`src/rtl/trigger_sequencer.sv`:
```
// Multi-stage mask/type/level trigger engine with per-stage occurrence counts,
// pre-trigger holdoff and trigger sample index reporting.
module trigger_sequencer #(
    parameter  int size    = 32,
    parameter  int levels  = 8,
    parameter  int cnt_w   = 16,
    parameter  int saddr_w = 24,
    localparam int lvl_w   = $clog2(levels + 1),
    localparam int stg_w   = (levels > 1) ? $clog2(levels) : 1
) (
    input  logic                      clk,
    input  logic                      reset,
    input  logic [size-1:0]           sample,
    input  logic                      sample_valid,
    input  logic                      arm,
    input  logic                      abort,
    input  logic [lvl_w-1:0]          num_levels,
    input  logic [saddr_w-1:0]        pretrig_min,
    input  logic [levels*size-1:0]    trig_mask,
    input  logic [levels*size-1:0]    trig_type,
    input  logic [levels*size-1:0]    trig_level,
    input  logic [levels*cnt_w-1:0]   trig_count,
    output logic                      armed,
    output logic                      triggered,
    output logic                      trig_pulse,
    output logic [stg_w-1:0]          stage,
    output logic [saddr_w-1:0]        trigger_pos
);

    typedef enum logic [1:0] {
        S_IDLE,
        S_HOLDOFF,
        S_RUN,
        S_TRIGGERED
    } state_t;

    state_t             state_q;
    logic               armed_q;
    logic               triggered_q;
    logic               trig_pulse_q;
    logic [stg_w-1:0]   stage_q;
    logic [cnt_w-1:0]   cnt_q;
    logic [saddr_w-1:0] idx_q;
    logic [saddr_w-1:0] trigger_pos_q;
    logic [size-1:0]    prev_q;
    logic               prev_valid_q;

    logic [size-1:0]  mask_arr  [levels];
    logic [size-1:0]  type_arr  [levels];
    logic [size-1:0]  level_arr [levels];
    logic [cnt_w-1:0] count_arr [levels];

    for (genvar gi = 0; gi < levels; gi++) begin : g_unpack
        assign mask_arr[gi]  = trig_mask[gi*size +: size];
        assign type_arr[gi]  = trig_type[gi*size +: size];
        assign level_arr[gi] = trig_level[gi*size +: size];
        // A programmed count of zero behaves like one.
        assign count_arr[gi] = (trig_count[gi*cnt_w +: cnt_w] == '0)
                             ? cnt_w'(1) : trig_count[gi*cnt_w +: cnt_w];
    end

    logic [size-1:0]    cur_mask, cur_type, cur_level;
    logic [size-1:0]    bit_ok;
    logic               stage_match;
    logic [lvl_w-1:0]   nl_eff;
    logic               last_stage;
    logic               count_done;
    logic               fire;
    logic [saddr_w-1:0] idx_inc;

    assign cur_mask  = mask_arr[stage_q];
    assign cur_type  = type_arr[stage_q];
    assign cur_level = level_arr[stage_q];

    // Edge bits additionally need a previous sample that differs from this one.
    assign bit_ok = ~cur_mask
                  | (~(sample ^ cur_level)
                     & (~cur_type | ({size{prev_valid_q}} & (prev_q ^ sample))));
    assign stage_match = &bit_ok;

    assign nl_eff     = (num_levels > lvl_w'(levels)) ? lvl_w'(levels) : num_levels;
    assign last_stage = (lvl_w'(stage_q) == nl_eff - lvl_w'(1));
    assign count_done = (cnt_q == count_arr[stage_q] - cnt_w'(1));
    assign fire       = (nl_eff == '0) || (stage_match && count_done && last_stage);
    assign idx_inc    = (&idx_q) ? idx_q : idx_q + saddr_w'(1);

    always_ff @(posedge clk or posedge reset) begin
        if (reset) begin
            state_q       <= S_IDLE;
            armed_q       <= 1'b0;
            triggered_q   <= 1'b0;
            trig_pulse_q  <= 1'b0;
            stage_q       <= '0;
            cnt_q         <= '0;
            idx_q         <= '0;
            trigger_pos_q <= '0;
            prev_q        <= '0;
            prev_valid_q  <= 1'b0;
        end else begin
            trig_pulse_q <= 1'b0;
            if (abort) begin
                state_q       <= S_IDLE;
                armed_q       <= 1'b0;
                triggered_q   <= 1'b0;
                stage_q       <= '0;
                cnt_q         <= '0;
                trigger_pos_q <= '0;
            end else begin
                case (state_q)
                    S_IDLE, S_TRIGGERED: begin
                        if (arm) begin
                            state_q       <= S_HOLDOFF;
                            armed_q       <= 1'b1;
                            triggered_q   <= 1'b0;
                            stage_q       <= '0;
                            cnt_q         <= '0;
                            idx_q         <= '0;
                            trigger_pos_q <= '0;
                            prev_valid_q  <= 1'b0;
                        end
                    end
                    S_HOLDOFF: begin
                        if (sample_valid) begin
                            idx_q        <= idx_inc;
                            prev_q       <= sample;
                            prev_valid_q <= 1'b1;
                        end
                        if ((pretrig_min == '0) || (sample_valid && (idx_inc == pretrig_min))) begin
                            state_q <= S_RUN;
                        end
                    end
                    S_RUN: begin
                        if (sample_valid) begin
                            idx_q        <= idx_inc;
                            prev_q       <= sample;
                            prev_valid_q <= 1'b1;
                            if (fire) begin
                                state_q       <= S_TRIGGERED;
                                armed_q       <= 1'b0;
                                triggered_q   <= 1'b1;
                                trig_pulse_q  <= 1'b1;
                                trigger_pos_q <= idx_q;
                                cnt_q         <= '0;
                            end else if (stage_match) begin
                                if (count_done) begin
                                    cnt_q   <= '0;
                                    stage_q <= stage_q + stg_w'(1);
                                end else begin
                                    cnt_q <= cnt_q + cnt_w'(1);
                                end
                            end
                        end
                    end
                    default: state_q <= S_IDLE;
                endcase
            end
        end
    end

    assign armed       = armed_q;
    assign triggered   = triggered_q;
    assign trig_pulse  = trig_pulse_q;
    assign stage       = stage_q;
    assign trigger_pos = trigger_pos_q;

endmodule

```
`config.mk`:
```
export PLATFORM = sky130hd
export DESIGN_NAME = trigger_sequencer
export DESIGN_NICKNAME = d
export VERILOG_FILES = /design/src/rtl/trigger_sequencer.sv
export SDC_FILE = /design/constraint.sdc
export NUM_CORES = 1
export LEC_CHECK = 0
export CORE_AREA = 2 2 389 391
export CTS_CLUSTER_DIAMETER = 120
export CTS_CLUSTER_SIZE = 10
export DETAILED_ROUTE_END_ITERATION = 10
export DIE_AREA = 0 0 391 393
export PLACE_DENSITY = 0.33
export RECOVER_POWER = 50
export SETUP_SLACK_MARGIN = 0.02
export SLEW_MARGIN = 20
export SYNTH_ARGS = -nofsm -noshare
export SYNTH_HDL_FRONTEND = slang
export SYNTH_SLANG_ARGS = --single-unit
```
`constraint.sdc`:
```
create_clock -name clk -period 5.35 [get_ports clk]
set_input_delay 0.535 -clock clk [delete_from_list [all_inputs] [get_ports clk]]
set_output_delay 0.535 -clock clk [all_outputs]
set_load 0.02 [all_outputs]
```
==> run_results.csv, run 1 <==
group,metric,value,unit
status,status,"complete, but fails checks",
status,violations,"capacitance limit, slew limit",
clock_network,clock-sinks,105,
timing,fin_crit_sh,0.9178,
worst_setup_path,setup.worst_path.start,"stage[0]",
worst_setup_path,crit_buf_inv,6,
grt,gr-usage-met2,0.3080,
clock_network,clockBufferDepth,2,
yosys,synth-seq-area-share,0.1706,
timing,tns,0,ns
power,p_leak,10.00,nW
flow_run,max_cap_viol_count,1,
yosys,synth.area.top_cells,"mux4_2 (24%), dfrtp_1 (17%), mux2i_1 (9.3%)",
route,postRouteAntennaNets,0,
hold_path,hold_depth,2,
route,drc,0,
grt,met1_usage,0.2548,
yosys,synth_top_area_cell,"mux4_2",
timing,grt_setup_unrepaired,"false",
grt,grt_pass1_wl,196100,µm
yosys,syn_nets,2569,
yosys,ys_types,98,
timing,setup_violations,0,
timing,fin_skew,0.02092,ns
route,post_drt_via_cell_ratio,4.146,
place,place_congestion,0.9460,
die,die_w,391,µm
power,power,4.098,mW
yosys,synth_top_area_frac,0.2428,
die,rows,142,
timing,fin_crit,4.910,ns
worst_setup_path,end_kind,"register",
die,die_area,0.1537,mm²
route,avgRoutedWirePerCell,33.74,µm
yosys,synth-edff-count,0,
worst_setup_path,cp-start-kind,"register",
power,ir_drop,0.1325,mV
route,vias,18880,
yosys,synth_most_common_cell,"nand2_1",
timing,drv_slew,75,
hold_path,worstHoldStart,"prev_q[14]",
clock_network,cts_inserted_buffers,9,
clock_network,htreeDepth,3,
worst_setup_path,cpMaxStageDelayCell,"nor2_4",
grt,grt_max_degree,75,
die,io_pins,991,
clock_network,cts-resized-gates,0,
worst_setup_path,cp_max_fo,27,
final_layout,drive_above_1_share,0.1411,
worst_setup_path,cp_cell_sequence,"buf_12 -> nor2_4 -> buf_4 -> a22oi_1 -> o211ai_1 -> a221oi_1 -> a2111oi_1 -> buf_4 -> nand4_1 -> buf_4 -> nor4_4 -> buf_4 -> and3_1 -> nand2_2 -> buf_12 -> nor3_1 -> mux2_2",
clock_network,tritoncts,"built",
timing,fmax,0.2037,GHz
worst_setup_path,crit_family,"simple AND/OR/NAND/NOR gates",
final_layout,final_area,0.02842,mm²
worst_setup_path,cp.required,5.72,ns
grt,grt_overflow_total,0,
grt,gr-usage-all-layers,0.1930,
grt,use_met3,0.06303,
clock_network,root_buffer,"clkbuf_16",
yosys,yosysWarningCount,0,
power,power.density,144.2,mW/mm²
clock_network,path_clk_slew,0.10,ns
grt,top_usage_layer,"met2",
timing,relSlewSlack,-1.498,
final_layout,areaGrowthSynthToFinish,84.56,%
hold_path,hold_class,"reg2reg",
yosys,syn_area,0.01540,mm²
worst_setup_path,ff2ff_setup_slack,0.44,ns
place,placed_cell_area,0.02804,mm²
route,drtPass1Iterations,5,
timing,worstMarginPinSlew,3.748,ns
worst_setup_path,r2r-start,"stage[0]",
hold_path,min_to,"prev_q[14]",
yosys,syn_area_per_cell,9.631,µm²
yosys,ys_ff_latch,105,
grt,grt_pass1_vias,19440,
worst_setup_path,cpMostUsedCell,"buf_4",
die,core_area,0.1492,mm²
place,port_buffers,990,
yosys,syn_inst,1599,
clock_network,clock_latency,0.43,ns
timing,hold_viol_final,0,
place,dp_hpwl,134600,µm
worst_setup_path,reg2reg_to,"cnt_q[5]",
worst_setup_path,slowest_delay,0.73,ns
yosys,ys_top_cells_by_count,"nand2_1 (246), mux4_2 (166), mux2i_1 (143)",
die,die_height,393,µm
die,start_util,0.1032,
yosys,ys_async_sr_fraction,1.000,
worst_setup_path,rr_worst_depth,17,
worst_setup_path,crit_type,"reg2reg",
yosys,synth_flop_cell,"dfrtp_1",
grt,antenna_found_initial,93,
route,drt_iter0_markers,1170,
route,routed_wl,153600,µm
final_layout,nets,3551,
worst_setup_path,arrival,5.28,ns
-- metal layers --
| metal | share of wire | routed length (µm) |
|---|---|---|
| met5 | 0.0023 | 348 |
| met4 | 0.016 | 2428 |
| met3 | 0.080 | 12340 |
| met2 | 0.45 | 69890 |
| met1 | 0.45 | 68620 |
-- logic make-up after synthesis --
family / synth area share
mux: 0.3629
xor+xnor: 0.04721
compound gates: 0.1601
simple gates: 0.1923
fa+ha+maj: 0.007312
buf+inv: 0.05955
flops: 0.1706
-- how the worst max path moves through the flow --
| stage | end | slack, ns | cells past startpoint |
|---|---|---|---|
| after floorplan | trigger_pos[16] | 1.36 | 19 |
| after global placement | trigger_pos[7] | 0.16 | 13 |
| after detailed placement | trigger_pos[17] | 0.19 | 13 |
| after CTS | trigger_pos[23] | 0.15 | 13 |
| after global routing | cnt_q[5] | 0.08 | 14 |
| final | cnt_q[5] | 0.44 | 17 |
-- flip-flops by register name, summed over array words and instances (netlist names) --
name,cells
armed,1
cnt_q,16
idx_q,24
prev_q,32
prev_valid_q,1
stage,3
state_q,2
trig_pulse,1
trigger_pos,24
triggered,1
-- power breakdown --
| group | leakage [nW] | switching (mW) | total, mW | internal (mW) |
|---|---|---|---|---|
| sequential | 1.41 | 0.122 | 1.05 | 0.928 |
| combinational | 8.45 | 1.09 | 2.24 | 1.14 |
| clock | 0.147 | 0.474 | 0.812 | 0.338 |
-- per-stage QoR --
step                utilization  instances  setup slack [ns]  hold slack, ns
detailed placement       0.1879       4513            0.1892          0.4807
global placement         0.1879       4513            0.1608          0.4739
floorplan                     -       1599             1.356          0.4589
finish                   0.1904       4553            0.4398          0.5023
global route             0.1902       4538           0.08428          0.5339
CTS                      0.1900       4529            0.1481          0.5052
-- layout make-up --
cell class | count | area (µm²)
Fill cell | 16510 | 120800
Multi-Input combinational cell | 1346 | 11940
Timing Repair Buffer | 1099 | 10960
Sequential cell | 105 | 2643
Tap cell | 1944 | 2432
Clock buffer | 9 | 225.2
Clock inverter | 7 | 82.58
Inverter | 20 | 80.08
Antenna cell | 23 | 57.56
-- what timing repair did --
action	CTS	global route
hold buffers	0	0
setup endpoints to repair	0	26
buffers inserted	0	1
-- cells in the final DEF, fill, tap and decap left out, types with 15 or more instances in the layout --
master | netlist | routed
mux2_2 | 24 | 24
dfrtp_1 | 105 | 101
a21oi_1 | 44 | 44
nor4_1 | 45 | 37
o21ai_0 | 55 | 55
diode_2 | 0 | 23
dlygate4sd3_1 | 0 | 15
xor2_1 | 43 | 43
nand4_1 | 25 | 25
nor3_1 | 24 | 23
buf_4 | 18 | 89
clkdlybuf4s50_1 | 0 | 975
inv_1 | 18 | 18
buf_12 | 1 | 19
a211oi_1 | 25 | 25
and3_1 | 23 | 23
a221oi_1 | 16 | 16
nand2_1 | 246 | 245
nand2b_1 | 29 | 29
a22o_1 | 27 | 27
a22oi_1 | 18 | 18
nor2b_1 | 18 | 15
xnor2_1 | 40 | 40
o211ai_1 | 17 | 17
mux2i_1 | 143 | 143
nor2_1 | 52 | 51
nand3_1 | 29 | 29
nand3b_1 | 18 | 18
mux4_2 | 166 | 166
-- worst register-to-register path: stages (launching register included) --
cell and delay, ns:
dfrtp_4 0.66, buf_12 0.26, nor2_4 0.74, buf_4 0.33, a22oi_1 0.20, o211ai_1 0.18, a221oi_1 0.20, a2111oi_1 0.39
buf_4 0.22, nand4_1 0.11, buf_4 0.17, nor4_4 0.34, buf_4 0.21, and3_1 0.21, nand2_2 0.08, buf_12 0.16
nor3_1 0.22, mux2_2 0.18
(Power assumes the default switching activity.)
==> run 2, diff against run 1 <==
--- a/config.mk
+++ b/config.mk
@@ -13,6 +13,7 @@
 export PLACE_DENSITY = 0.33
 export RECOVER_POWER = 50
 export SETUP_SLACK_MARGIN = 0.02
+export SKIP_LAST_GASP = 1
 export SLEW_MARGIN = 20
 export SYNTH_ARGS = -nofsm -noshare
 export SYNTH_HDL_FRONTEND = slang
==> results of run 2 <==
No change in the layout: final DEF, timing and power equal those of run 1.
